`src/rtl/fetch_stage_pkg.sv`:
```
// Shared types for the RV32I fetch front end: instruction word, NOP, fetch FSM states
// and the {instruction, pc} entry held by the instruction buffer.
package fetch_stage_pkg;

    typedef logic [31:0] instruction_type;

    localparam instruction_type NOP_INSTRUCTION = 32'h0000_0013;

    typedef enum logic {
        FETCH = 1'b0,
        FLUSH = 1'b1
    } fetch_state_type;

    typedef struct packed {
        instruction_type instr;
        logic [31:0]     pc;
    } fetch_entry_type;

    // Word-align a byte address; the low two bits are dropped.
    function automatic logic [31:0] align_word(input logic [31:0] addr);
        return addr & 32'hFFFF_FFFC;
    endfunction

endpackage

```
`src/rtl/fetch_stage_if.sv`:
```
// Instruction-memory port of the fetch stage: a valid/ready request channel and a
// valid-only response channel that returns words in request order.
import fetch_stage_pkg::*;

interface fetch_stage_if;
    // Request transfers on a cycle where imem_req_valid && imem_req_ready; while valid is
    // high and ready is low the address is held. A response carries no ready: the fetch
    // side always takes it, at least one cycle after its request was accepted.
    logic            imem_req_valid;
    logic            imem_req_ready;
    logic [31:0]     imem_req_addr;
    logic            imem_rsp_valid;
    instruction_type imem_rsp_data;

    modport master (
        output imem_req_valid, imem_req_addr,
        input  imem_req_ready, imem_rsp_valid, imem_rsp_data
    );

    modport slave (
        input  imem_req_valid, imem_req_addr,
        output imem_req_ready, imem_rsp_valid, imem_rsp_data
    );
endinterface

```
`src/rtl/fetch_buffer.sv`:
```
// Parameterised synchronous FIFO used for both the instruction buffer and the PC queue.
// Flush beats push and pop; push while full is accepted only alongside a pop.
module fetch_buffer #(
    parameter  int WIDTH = 64,
    parameter  int DEPTH = 2,
    localparam int CW    = $clog2(DEPTH + 1)
) (
    input  logic             clk,
    input  logic             reset,
    input  logic             i_push,
    input  logic             i_pop,
    input  logic             i_flush,
    input  logic [WIDTH-1:0] i_data,
    output logic             o_full,
    output logic             o_empty,
    output logic [CW-1:0]    o_count,
    output logic [WIDTH-1:0] o_head
);
    localparam int PW = (DEPTH > 1) ? $clog2(DEPTH) : 1;

    logic [WIDTH-1:0] r_mem [DEPTH];
    logic [PW-1:0]    r_rd_ptr;
    logic [PW-1:0]    r_wr_ptr;
    logic [CW-1:0]    r_count;
    logic             w_do_pop;
    logic             w_do_push;

    function automatic logic [PW-1:0] bump(input logic [PW-1:0] p);
        return (p == PW'(DEPTH - 1)) ? '0 : p + PW'(1);
    endfunction

    assign o_full    = (r_count == CW'(DEPTH));
    assign o_empty   = (r_count == '0);
    assign o_count   = r_count;
    assign o_head    = r_mem[r_rd_ptr];
    assign w_do_pop  = i_pop && !o_empty && !i_flush;
    assign w_do_push = i_push && !i_flush && (!o_full || w_do_pop);

    always_ff @(posedge clk) begin
        if (reset || i_flush) begin
            r_rd_ptr <= '0;
            r_wr_ptr <= '0;
            r_count  <= '0;
        end else begin
            if (w_do_push) r_wr_ptr <= bump(r_wr_ptr);
            if (w_do_pop)  r_rd_ptr <= bump(r_rd_ptr);
            r_count <= r_count + CW'(w_do_push) - CW'(w_do_pop);
        end
    end

    always_ff @(posedge clk) begin
        if (w_do_push) r_mem[r_wr_ptr] <= i_data;
    end

    always_ff @(posedge clk) begin
        if (!reset) assert (!(i_push && !i_flush && !w_do_push));
    end
endmodule

```
`src/rtl/fetch_stage.sv`:
```
// Fetch front end: owns the fetch PC, issues in-order requests under a credit limit,
// buffers returned words with their PCs and drops stale responses after a redirect.
import fetch_stage_pkg::*;

module fetch_stage #(
    parameter  logic [31:0] RESET_PC = 32'h0000_0000,
    parameter  int          DEPTH    = 2,
    localparam int          CW       = $clog2(DEPTH + 1)
) (
    input  logic                 clk,
    input  logic                 reset,
    fetch_stage_if.master        imem,
    input  logic                 redirect_valid,
    input  logic [31:0]          redirect_pc,
    input  logic                 stall,
    output instruction_type      instruction,
    output logic [31:0]          pc,
    output logic                 instr_valid,
    output fetch_state_type      o_dbg_state,
    output logic [CW-1:0]        o_dbg_drop_cnt
);
    localparam int CW1 = CW + 1;

    fetch_state_type r_state;
    fetch_state_type w_next_state;
    logic [31:0]     r_req_pc;
    logic [CW-1:0]   r_outstanding;
    logic [CW-1:0]   r_drop_cnt;

    logic            w_rsp_live;
    logic [CW-1:0]   w_remaining;
    logic            w_fetch_rsp;
    logic            w_push;
    logic            w_pop;
    logic            w_credit;
    logic            w_req_valid;
    logic            w_accept;
    logic            w_buf_full;
    logic            w_buf_empty;
    logic [CW-1:0]   w_buf_count;
    logic [63:0]     w_buf_head;
    fetch_entry_type w_head;
    logic            w_pcq_full;
    logic            w_pcq_empty;
    logic [CW-1:0]   w_pcq_count;
    logic [31:0]     w_pcq_head;

    assign w_rsp_live  = imem.imem_rsp_valid && (r_outstanding != '0);
    assign w_remaining = r_outstanding - CW'(w_rsp_live);
    assign w_fetch_rsp = (r_state == FETCH) && w_rsp_live;
    assign w_push      = w_fetch_rsp && !redirect_valid;
    assign w_pop       = !w_buf_empty && !stall;
    // A pop this cycle frees a slot before any new request can return, so it counts as credit.
    assign w_credit    = ({1'b0, r_outstanding} + {1'b0, w_buf_count}) < (CW1'(DEPTH) + CW1'(w_pop));
    assign w_accept    = w_req_valid && imem.imem_req_ready;
    assign w_head      = fetch_entry_type'(w_buf_head);

    fetch_buffer #(.WIDTH(32), .DEPTH(DEPTH)) u_pc_queue (
        .clk     (clk),
        .reset   (reset),
        .i_push  (w_accept),
        .i_pop   (w_fetch_rsp),
        .i_flush (redirect_valid),
        .i_data  (r_req_pc),
        .o_full  (w_pcq_full),
        .o_empty (w_pcq_empty),
        .o_count (w_pcq_count),
        .o_head  (w_pcq_head)
    );

    fetch_buffer #(.WIDTH(64), .DEPTH(DEPTH)) u_instr_buffer (
        .clk     (clk),
        .reset   (reset),
        .i_push  (w_push),
        .i_pop   (w_pop),
        .i_flush (redirect_valid),
        .i_data  ({imem.imem_rsp_data, w_pcq_head}),
        .o_full  (w_buf_full),
        .o_empty (w_buf_empty),
        .o_count (w_buf_count),
        .o_head  (w_buf_head)
    );

    always_ff @(posedge clk) begin
        if (reset) begin
            r_state       <= FETCH;
            r_req_pc      <= RESET_PC;
            r_outstanding <= '0;
            r_drop_cnt    <= '0;
        end else begin
            r_state <= w_next_state;
            if (redirect_valid)  r_req_pc <= align_word(redirect_pc);
            else if (w_accept)   r_req_pc <= r_req_pc + 32'd4;
            if (redirect_valid && r_state == FETCH) begin
                r_outstanding <= w_remaining;
                r_drop_cnt    <= w_remaining;
            end else begin
                r_outstanding <= r_outstanding + CW'(w_accept) - CW'(w_rsp_live);
                if (r_state == FLUSH && w_rsp_live) r_drop_cnt <= r_drop_cnt - CW'(1);
            end
        end
    end

    always_comb begin
        w_next_state = r_state;
        case (r_state)
            FETCH: if (redirect_valid && w_remaining != '0) w_next_state = FLUSH;
            FLUSH: if (r_drop_cnt == '0 || (w_rsp_live && r_drop_cnt == CW'(1))) w_next_state = FETCH;
            default: w_next_state = FETCH;
        endcase
    end

    always_comb begin
        w_req_valid    = !reset && (r_state == FETCH) && !redirect_valid && w_credit;
        o_dbg_state    = r_state;
        o_dbg_drop_cnt = r_drop_cnt;
    end

    assign imem.imem_req_valid = w_req_valid;
    assign imem.imem_req_addr  = r_req_pc;
    assign instr_valid         = !w_buf_empty;
    assign instruction         = w_buf_empty ? NOP_INSTRUCTION : w_head.instr;
    assign pc                  = w_buf_empty ? RESET_PC : w_head.pc;

    always_ff @(posedge clk) begin
        if (!reset) begin
            assert (!(imem.imem_rsp_valid && r_outstanding == '0));
            assert (!(w_fetch_rsp && w_pcq_empty));
            assert (!(w_accept && w_pcq_full));
            assert (r_state != FETCH || w_pcq_count == r_outstanding);
            assert (!(w_push && w_buf_full && !w_pop));
        end
    end
endmodule

```
`src/flat_wrapper.sv`:
```
// flat-port wrapper written by rule: the top's interface ports become plain ports
module fetch_stage_flat 
#(
    parameter  logic [31:0] RESET_PC = 32'h0000_0000,
    parameter  int          DEPTH    = 2,
    localparam int          CW       = $clog2(DEPTH + 1)
)
  (clk, reset, redirect_valid, redirect_pc, stall, instruction, pc, instr_valid, o_dbg_state, o_dbg_drop_cnt, imem_imem_req_valid, imem_imem_req_addr, imem_imem_req_ready, imem_imem_rsp_valid, imem_imem_rsp_data);
  fetch_stage_if imem_i ();
  input  logic clk;
  input  logic reset;
  input  logic redirect_valid;
  input  logic [31:0] redirect_pc;
  input  logic stall;
  output instruction_type instruction;
  output logic [31:0] pc;
  output logic instr_valid;
  output fetch_state_type o_dbg_state;
  output logic [CW-1:0] o_dbg_drop_cnt;
  output wire logic [$bits(imem_i.imem_req_valid)-1:0] imem_imem_req_valid;
  output wire logic [$bits(imem_i.imem_req_addr)-1:0] imem_imem_req_addr;
  input wire logic [$bits(imem_i.imem_req_ready)-1:0] imem_imem_req_ready;
  input wire logic [$bits(imem_i.imem_rsp_valid)-1:0] imem_imem_rsp_valid;
  input wire logic [$bits(imem_i.imem_rsp_data)-1:0] imem_imem_rsp_data;
  assign imem_imem_req_valid = imem_i.imem_req_valid;
  assign imem_imem_req_addr = imem_i.imem_req_addr;
  assign imem_i.imem_req_ready = imem_imem_req_ready;
  assign imem_i.imem_rsp_valid = imem_imem_rsp_valid;
  assign imem_i.imem_rsp_data = imem_imem_rsp_data;
  fetch_stage #(.RESET_PC(RESET_PC), .DEPTH(DEPTH)) u_core (.clk(clk), .reset(reset), .imem(imem_i), .redirect_valid(redirect_valid), .redirect_pc(redirect_pc), .stall(stall), .instruction(instruction), .pc(pc), .instr_valid(instr_valid), .o_dbg_state(o_dbg_state), .o_dbg_drop_cnt(o_dbg_drop_cnt));
endmodule
```
`config.mk`:
```
export PLATFORM = sky130hd
export DESIGN_NAME = fetch_stage_flat
export DESIGN_NICKNAME = d
export VERILOG_FILES = /design/src/rtl/fetch_stage_pkg.sv /design/src/rtl/fetch_stage_if.sv /design/src/rtl/fetch_buffer.sv /design/src/rtl/fetch_stage.sv /design/src/flat_wrapper.sv
export SDC_FILE = /design/constraint.sdc
export NUM_CORES = 1
export LEC_CHECK = 0
export BUFFER_PORTS_ARGS = -buffer_cell sky130_fd_sc_hd__buf_2
export CAP_MARGIN = 0
export CORE_MARGIN = 2
export CORE_UTILIZATION = 42
export DETAILED_ROUTE_END_ITERATION = 7
export GPL_ROUTABILITY_DRIVEN = 0
export HOLD_SLACK_MARGIN = 0.08
export PLACE_DENSITY_LB_ADDON = 0.15
export RECOVER_POWER = 100
export SLEW_MARGIN = 20
export SYNTH_ARGS = -nofsm -noshare
export SYNTH_HDL_FRONTEND = slang
export SYNTH_SLANG_ARGS = --single-unit
```
`constraint.sdc`:
```
create_clock -name clk -period 12.15 [get_ports clk]
set_input_delay 1.8225 -clock clk [delete_from_list [all_inputs] [get_ports clk]]
set_output_delay 1.8225 -clock clk [all_outputs]
set_load 0.1 [all_outputs]
```
==> results.toml, run 1 <==
[logic_synthesis]
synth_top_cell_area_share_pct = 58.14
ys_async_sr_fraction_pct = 0
netlist_area_mm2 = 0.009503
synthAdderAreaFrac_pct = 1.264
synth.most_common_cell = "edfxtp_1"
ys_ff_latch = 229
synthSimpleGateAreaFrac_pct = 11.90
avgSynthCellArea_um2 = 13.69
synth_top_family_by_area = "simple AND/OR/NAND/NOR gates"
synth_compound_area_share_pct = 4.951
ys_top_cells_by_count = "edfxtp_1, nor2_1, mux2i_1, dfxtp_1, nand2_1"
synthCells = 694
synth_flop_cell = "edfxtp_1"
synth-edff-count = 184
synth_area_leaders = "edfxtp_1, dfxtp_1, mux2i_1, mux2_2, nor2_1"
yosys_warnings = 0
yosys.area.top_type = "edfxtp_1"
synthMuxAreaShare_pct = 10.51
ys_types = 54
ys_seq_area_share_pct = 67.62
synth_xor_area_share_pct = 1.290

[cts]
numCtsBuffers = 24
clock-sinks = 229
cts-root-buf = "clkbuf_16"
clock_latency_ns = 0.51
htree_levels = 1
ctsResizeCount = 0
cts-hold-fix-buffers = 0
clk_pin_slew_ns = 0.06
cts_setup_buffers = 0
cts_tree = "done"
clockBufferDepth = 3

[placement]
port_buffers = 164
hpwl_mm = 13.83

[timing]
setup_viol = 0
worst_pin_slew_ns = 3.931
min_period_ns = 6.539
rsz0062_at_grt = "false"
holdWs_ns = 0.5138
finalHoldViolations = 0
drv_slew = 224
timing.fmax_mhz = 152.9
slew-limit-headroom_pct = -162.1
fin_skew_ns = 0.01095
timing.setup.tns_ns = 0
period_share_pct = 53.82

[routing]
ant_nets = 0
wirelength_mm = 21.83
dr_total_vias = 6152
wl_per_cell_um = 18.80
vias_per_cell = 5.299
drc_errors = 0
dr.pass1.iters = 5
first_iter_violations = 432

[run_status]
outcome = "complete, but fails checks"
violations = "capacitance limit, slew limit"

[layout]
fillCellCount = 2069
area_growth_pct = 16.98
nNetsFinal = 938
diodes = 0
drive_above_1_share_pct = 11.07

[critical_path]
worst-path-max-fanout = 63
r2r_setup_slack_ns = 7.32
worstPathRequired_ns = 10.33
critPathLaunchType = "flop"
critPathKind = "reg -> out"
arrival_ns = 4.72
endpoint_kind = "output port"

[floorplanning]
io_pins = 171
core_area_mm2 = 0.02243
die_h_um = 154.4
die_x_um = 154.4
rows = 55
dieArea_mm2 = 0.02385
initial_utilization_pct = 42.36

[job]
drv_cap = 4

[global_route]
grt_pass1_vias = 6195
grt_usage_pct = 17.45
grt.overflow.total = 0
grt_first_pass_wirelength_mm = 32.74
grt_max_degree = 64
antenna_found_initial = 0

[min_path]
hold_path_class = "reg -> reg"

[power]
power_density_mw_per_mm2 = 162.2
leakagePower_nw = 3.635
ir_drop_mv = 0.07273
-- critical path: stages, from the launching register on --
cell,delay (ns)
dfxtp_1,0.37
nor2_4,0.13
clkbuf_1,2.21
inv_1,0.36
nand2_1,0.17
clkbuf_1,0.88
-- metal layers --
| layer | part of all wire (%) | vias to the layer above | GRT usage (%) |
|---|---|---|---|
| met5 | 0 | - | 0 |
| met4 | 2.7 | 0 | 6.526 |
| met3 | 6.6 | 41 | 3.082 |
| met2 | 48 | 243 | 29.74 |
| met1 | 42 | 2946 | 22.40 |
| li1 | - | 2922 | - |
-- stage by stage --
step / setup WS, ns / util, % / cells / area, um2 / power (mW)
finish: 5.611 / 49.55 / 1161 / 11120 / 1.803
global route: 5.113 / 49.55 / 1161 / 11120 / 1.871
CTS: 7.204 / 50.43 / 1160 / 11310 / 1.830
detailed placement: 7.210 / 47.32 / 1117 / 10620 / 1.173
global placement: 7.232 / 47.30 / 1117 / 10610 / 1.166
floorplan: 6.684 / - / 697 / 9514 / 1.112
-- where the power goes --
group | switching, mW | internal (mW)
sequential | 0.0246 | 0.885
clock | 0.278 | 0.374
combinational | 0.195 | 0.0467
total | 0.498 | 1.31
-- cells by family after synthesis --
logic type               Yosys count
flip-flops                       229
AND/OR/NAND/NOR                  217
multiplexers                      96
AO/OA/AOI/OAI                     73
buffers and inverters             55
XOR/XNOR                          14
adder cells (fa/ha/maj)            9
other                              1
-- flip-flops by register name, summed over array words and instances, names as in the netlist, named ones only --
register	count
u_core.u_instr_buffer.r_rd_ptr	1
u_core.u_pc_queue.r_wr_ptr	1
u_core.u_pc_queue.r_rd_ptr	1
u_core.u_pc_queue.r_mem	60
u_core.u_instr_buffer.r_mem	124
u_core.o_dbg_state	1
u_core.u_instr_buffer.r_wr_ptr	1
u_core.u_instr_buffer.o_count	2
u_core.o_dbg_drop_cnt	2
u_core.imem.imem_req_addr	30
u_core.u_pc_queue.o_count	2
u_core.r_outstanding	2
-- area by class of cell --
class	instances	area, um2	share of cell area (%)
well taps	285	356.6	3.208
multi-input cells	413	2835	25.50
flip-flops and latches	229	6430	57.84
repair buffers	172	725.7	6.528
inverters	19	71.32	0.6415
clock inverters	11	46.29	0.4164
clock buffers	32	651.9	5.864
-- layout by cell type, fill, tap and decap left out, types with 12 or more instances in the layout --
cell       instances
dfxtp_1           44
nand2_1           34
inv_1             18
nor3_1            12
mux2_1            23
a21oi_1           12
nor2_1            88
o21ai_0           14
mux2i_1           66
edfxtp_1         184
clkbuf_16         25
a31oi_1           20
clkbuf_1         129
nand4_1           12
nand3_1           14
buf_2             48
-- path summary, 6_finish.rpt --
check | start | to | cells past startpoint
setup / recovery | u_core.u_instr_buffer.o_count[0] | instruction[4] | 5
hold / removal | u_core.u_pc_queue.r_rd_ptr | flop | 2
setup reg to reg | u_core.r_outstanding[1] | u_core.u_instr_buffer.r_mem[0][23] | 5
hold reg to reg | u_core.u_pc_queue.r_rd_ptr | flop | 2
(Power assumes the default switching activity.)
==> run 2, diff against run 1 <==
- clock period: 12.15 -> 5.4 ns (I/O delays scaled with it)
==> results.toml, run 2 (same netlist as run 1, synthesis figures left out) <==
[global_route]
grt_usage_pct = 17.75
grt.overflow.total = 0
grt_first_pass_wirelength_mm = 33.41
grt_pass1_vias = 6295
grt_max_degree = 64
antenna_found_initial = 0

[cts]
ctsResizeCount = 0
clock_latency_ns = 0.50
cts-root-buf = "clkbuf_16"
cts-hold-fix-buffers = 0
clock-sinks = 229
clk_pin_slew_ns = 0.06
numCtsBuffers = 25
cts_setup_buffers = 0
cts_tree = "done"
clockBufferDepth = 3
htree_levels = 1

[floorplanning]
initial_utilization_pct = 42.36
die_x_um = 154.4
core_area_mm2 = 0.02243
die_h_um = 154.4
dieArea_mm2 = 0.02385
io_pins = 171
rows = 55

[power]
clkPwrFrac_pct = 38.4
power.total_mw = 4.192
p_int_mw = 3.060
power_density_mw_per_mm2 = 373.3
leakagePower_nw = 3.710
p_sw_share_pct = 27.01
sequentialPowerShare_pct = 48.7
ir_drop_mv = 0.3349
netSwitchingPower_mw = 1.132
comb_power_share_pct = 12.9

[critical_path]
rr_startpoint = "u_core.u_instr_buffer.o_count[1]"
cp_cell_sequence = "clkbuf_1, nor3_1, o21ai_0, nor2_1, clkbuf_2"
worst_r2r_path_depth = 10
r2r-end = "u_core.r_outstanding[1]"
cp-startpoint = "redirect_valid"
cp_slowest_stage_delay_ns = 1.16
critPathSlowestCell = "clkbuf_2"
worstPathRequired_ns = 5.51
critPathLaunchType = "input pin"
worst-path-max-fanout = 52
arrival_ns = 4.46
critPathKind = "in -> reg"
r2r_setup_slack_ns = 1.31
endpoint_kind = "flop"

[timing]
slew-limit-headroom_pct = -1.721
setup_viol = 0
drv_slew = 34
finalHoldViolations = 0
timing.fmax_mhz = 229.7
timing.setup.tns_ns = 0
min_period_ns = 4.353
worst_pin_slew_ns = 1.526
rsz0062_at_grt = "false"
fin_skew_ns = 0.01786
period_share_pct = 80.62

[layout]
diodes = 0
area_growth_pct = 18.16
final_common_cell = "edfxtp_1"
postLayoutCoreUtil_pct = 50.05
drive_above_1_share_pct = 12.76
nNetsFinal = 939
largest_reg_flops = 124
top_register = "u_core.u_instr_buffer.r_mem"
fillCellCount = 2039
layout_common_cells = "edfxtp_1, clkbuf_1, nor2_1, mux2i_1, buf_2"

[placement]
port_buffers = 164
hpwl_mm = 13.98

[routing]
dr.pass1.iters = 5
first_iter_violations = 356
drc_errors = 0
dr_total_vias = 6199
wl_per_cell_um = 18.55
vias_per_cell = 5.330
wirelength_mm = 21.57
ant_nets = 0

[min_path]
min_from = "imem_imem_rsp_data[17]"
hold_path_end = "u_core.u_instr_buffer.r_mem[0][49]"
hold_path_class = "in -> reg"
hold_depth = 1

[job]
drv_cap = 1

[run_status]
violations = "capacitance limit, slew limit"
outcome = "complete, but fails checks"
[run 2: cell count changes in the layout (fill, tap and decap cells not counted), sizes merged]
cell	delta
clkbuf	+3
bufinv	+1
clkinvlp	+1
inv	+1
buf	+2
clkinv	-6
[run 2: worst max-delay path by stage]
stage	slack, ns	to
after floorplan	0.95	u_core.u_instr_buffer.r_mem[0][10]
after global placement	1.74	u_core.r_outstanding[0]
after detailed placement	1.71	u_core.r_outstanding[1]
after CTS	1.91	u_core.r_outstanding[1]
after global routing	0.83	u_core.u_instr_buffer.r_mem[1][2]
final	1.05	u_core.u_instr_buffer.r_mem[1][9]
[run 2: per-layer routing]
layer,part of all wire (%),GRT usage (%),routed length [um]
met5,0,0,0
met4,2.3,5.423,496
met3,6.1,3.082,1310
met2,49,31.06,10490
met1,43,22.61,9275
[run 2: metrics by stage]
step / hold WS [ns] / instance area (um2) / instances / worst slack (ns)
finish: 0.4936 / 11230 / 1163 / 1.047
global route: 0.4784 / 11230 / 1163 / 0.8289
CTS: 0.4741 / 11400 / 1162 / 1.909
detailed placement: 0.4951 / 10610 / 1117 / 1.712
global placement: 0.4899 / 10610 / 1117 / 1.738
floorplan: 0.4725 / 9514 / 697 / 0.9462
[run 2: area by class of cell]
class | count | area [um2] | share of cell area (%)
flip-flops and latches | 229 | 6430 | 57.27
clock inverters | 8 | 71.32 | 0.6352
inverters | 19 | 71.32 | 0.6352
multi-input cells | 413 | 2838 | 25.27
well taps | 285 | 356.6 | 3.176
clock buffers | 37 | 720.7 | 6.419
repair buffers | 172 | 740.7 | 6.597
[run 2: worst max-delay path, delay by kind of cell]
family                 cells  cell delay [ns]
AOI/OAI and AO/OA          1             0.38
buffers and inverters      2             1.75
and+or+nand+nor            2             1.46
[run 2: power by group through the flow]
stage / clock, mW / combinational, mW / sequential, mW
floorplan: 0 / 0.302 / 2.20
global placement: 0 / 0.547 / 2.07
detailed placement: 0 / 0.556 / 2.08
CTS: 1.65 / 0.559 / 2.04
global route: 1.73 / 0.575 / 2.05
finish: 1.61 / 0.541 / 2.04
==> run 3, diff against run 2 <==
- clock period: 5.4 -> 4.1 ns (I/O delays scaled with it)
==> results.toml, run 3 (same netlist as run 1, synthesis figures left out) <==
[floorplanning]
die_h_um = 154.4
core_area_mm2 = 0.02243
die_x_um = 154.4
io_pins = 171
dieArea_mm2 = 0.02385
initial_utilization_pct = 42.36
rows = 55

[cts]
clockBufferDepth = 3
clock_latency_ns = 0.51
clock-sinks = 229
cts_setup_buffers = 0
cts-hold-fix-buffers = 0
htree_levels = 1
cts_tree = "done"
cts-root-buf = "clkbuf_16"
ctsResizeCount = 0
clk_pin_slew_ns = 0.06
numCtsBuffers = 25

[power]
leakagePower_nw = 3.803
sequentialPowerShare_pct = 49.0
power_density_mw_per_mm2 = 486.7
p_int_mw = 3.976
p_sw_share_pct = 27.55
comb_power_share_pct = 13.2
netSwitchingPower_mw = 1.512
power.total_mw = 5.488
ir_drop_mv = 0.2805
clkPwrFrac_pct = 37.8

[routing]
dr.pass1.iters = 6
drc_errors = 0
wl_per_cell_um = 18.11
ant_nets = 0
vias_per_cell = 5.307
wirelength_mm = 21.16
dr_total_vias = 6199
first_iter_violations = 368

[placement]
pre_cts_ws_ns = 0.5723
port_buffers = 164
hpwl_mm = 14.00
dp_cells = 1123
placed_area_mm2 = 0.01071

[min_path]
hold_path_class = "in -> reg"
min_from = "imem_imem_rsp_data[0]"

[layout]
drive_above_1_share_pct = 15.97
final_common_cell = "edfxtp_1"
top_register = "u_core.u_instr_buffer.r_mem"
postLayoutCoreUtil_pct = 50.26
final_area_mm2 = 0.01127
layoutNonFillerInstCount = 1168
nNetsFinal = 944
largest_reg_flops = 124
diodes = 0
area_growth_pct = 18.64
layout_common_cells = "edfxtp_1, clkbuf_1, nor2_1, mux2i_1, buf_2"

[critical_path]
worst-path-max-fanout = 28
rr_startpoint = "u_core.u_instr_buffer.o_count[0]"
critPathLaunchType = "flop"
critPathKind = "reg -> out"
worstPathRequired_ns = 3.48
endpoint_kind = "output port"
arrival_ns = 3.01

[run_status]
outcome = "complete, but fails checks"
violations = "capacitance limit, slew limit"

[timing]
rsz0062_at_grt = "false"
slew-limit-headroom_pct = -15.61
min_period_ns = 3.628
holdWs_ns = 0.2892
layout_setup_ws_ns = 0.4716
fin_skew_ns = 0.009307
period_share_pct = 88.50
timing.fmax_mhz = 275.6
finalHoldViolations = 0
drv_slew = 157
timing.setup.tns_ns = 0
worst_pin_slew_ns = 1.734
setup_viol = 0

[global_route]
grt.overflow.total = 0
antenna_found_initial = 0
grt_first_pass_wirelength_mm = 32.73
grt_max_degree = 64
grt_usage_pct = 17.34
grt_pass1_vias = 6259

[job]
drv_cap = 3
==> run 3: worst paths after layout <==
path / slack [ns] / endpoint / cells past startpoint
worst max-delay path: 0.47 / instruction[5] / 4
worst min-delay path: 0.29 / u_core.u_instr_buffer.r_mem[1][32] / 1
worst max register to register: 0.51 / u_core.u_pc_queue.r_mem[1][15] / 7
worst min register to register: 0.52 / u_core.u_instr_buffer.r_rd_ptr / 2
==> run 3: worst max-delay path, stage by stage, from the launching register on <==
cell	delay (ns)
dfxtp_2	0.96
buf_4	0.41
mux2i_1	0.11
nor2_1	0.11
clkbuf_1	0.90
==> run 3: power by group through the flow <==
stage / Sequential, mW / Clock (mW) / Combinational (mW)
finish: 2.69 / 2.08 / 0.722
global route: 2.70 / 2.21 / 0.769
CTS: 2.69 / 2.13 / 0.751
detailed placement: 2.73 / 0 / 0.748
global placement: 2.73 / 0 / 0.733
floorplan: 2.90 / 0 / 0.397
==> run 3: routing by layer <==
metal / GRT usage [%] / vias to the layer above / share of wire (%)
li1: - / 2930 / -
met1: 22.49 / 2999 / 44
met2: 29.89 / 233 / 48
met3: 3.166 / 37 / 6.2
met4: 5.071 / 0 / 2.2
met5: 0 / - / 0
==> run 3: area by class of cell <==
| class | count | area [um2] |
|---|---|---|
| clock buffers | 35 | 713.2 |
| clock inverters | 10 | 60.06 |
| fillers | 2016 | 11160 |
| inverters | 19 | 71.32 |
| multi-input cells | 413 | 2850 |
| flip-flops and latches | 229 | 6427 |
| well taps | 285 | 356.6 |
| repair buffers | 177 | 795.8 |
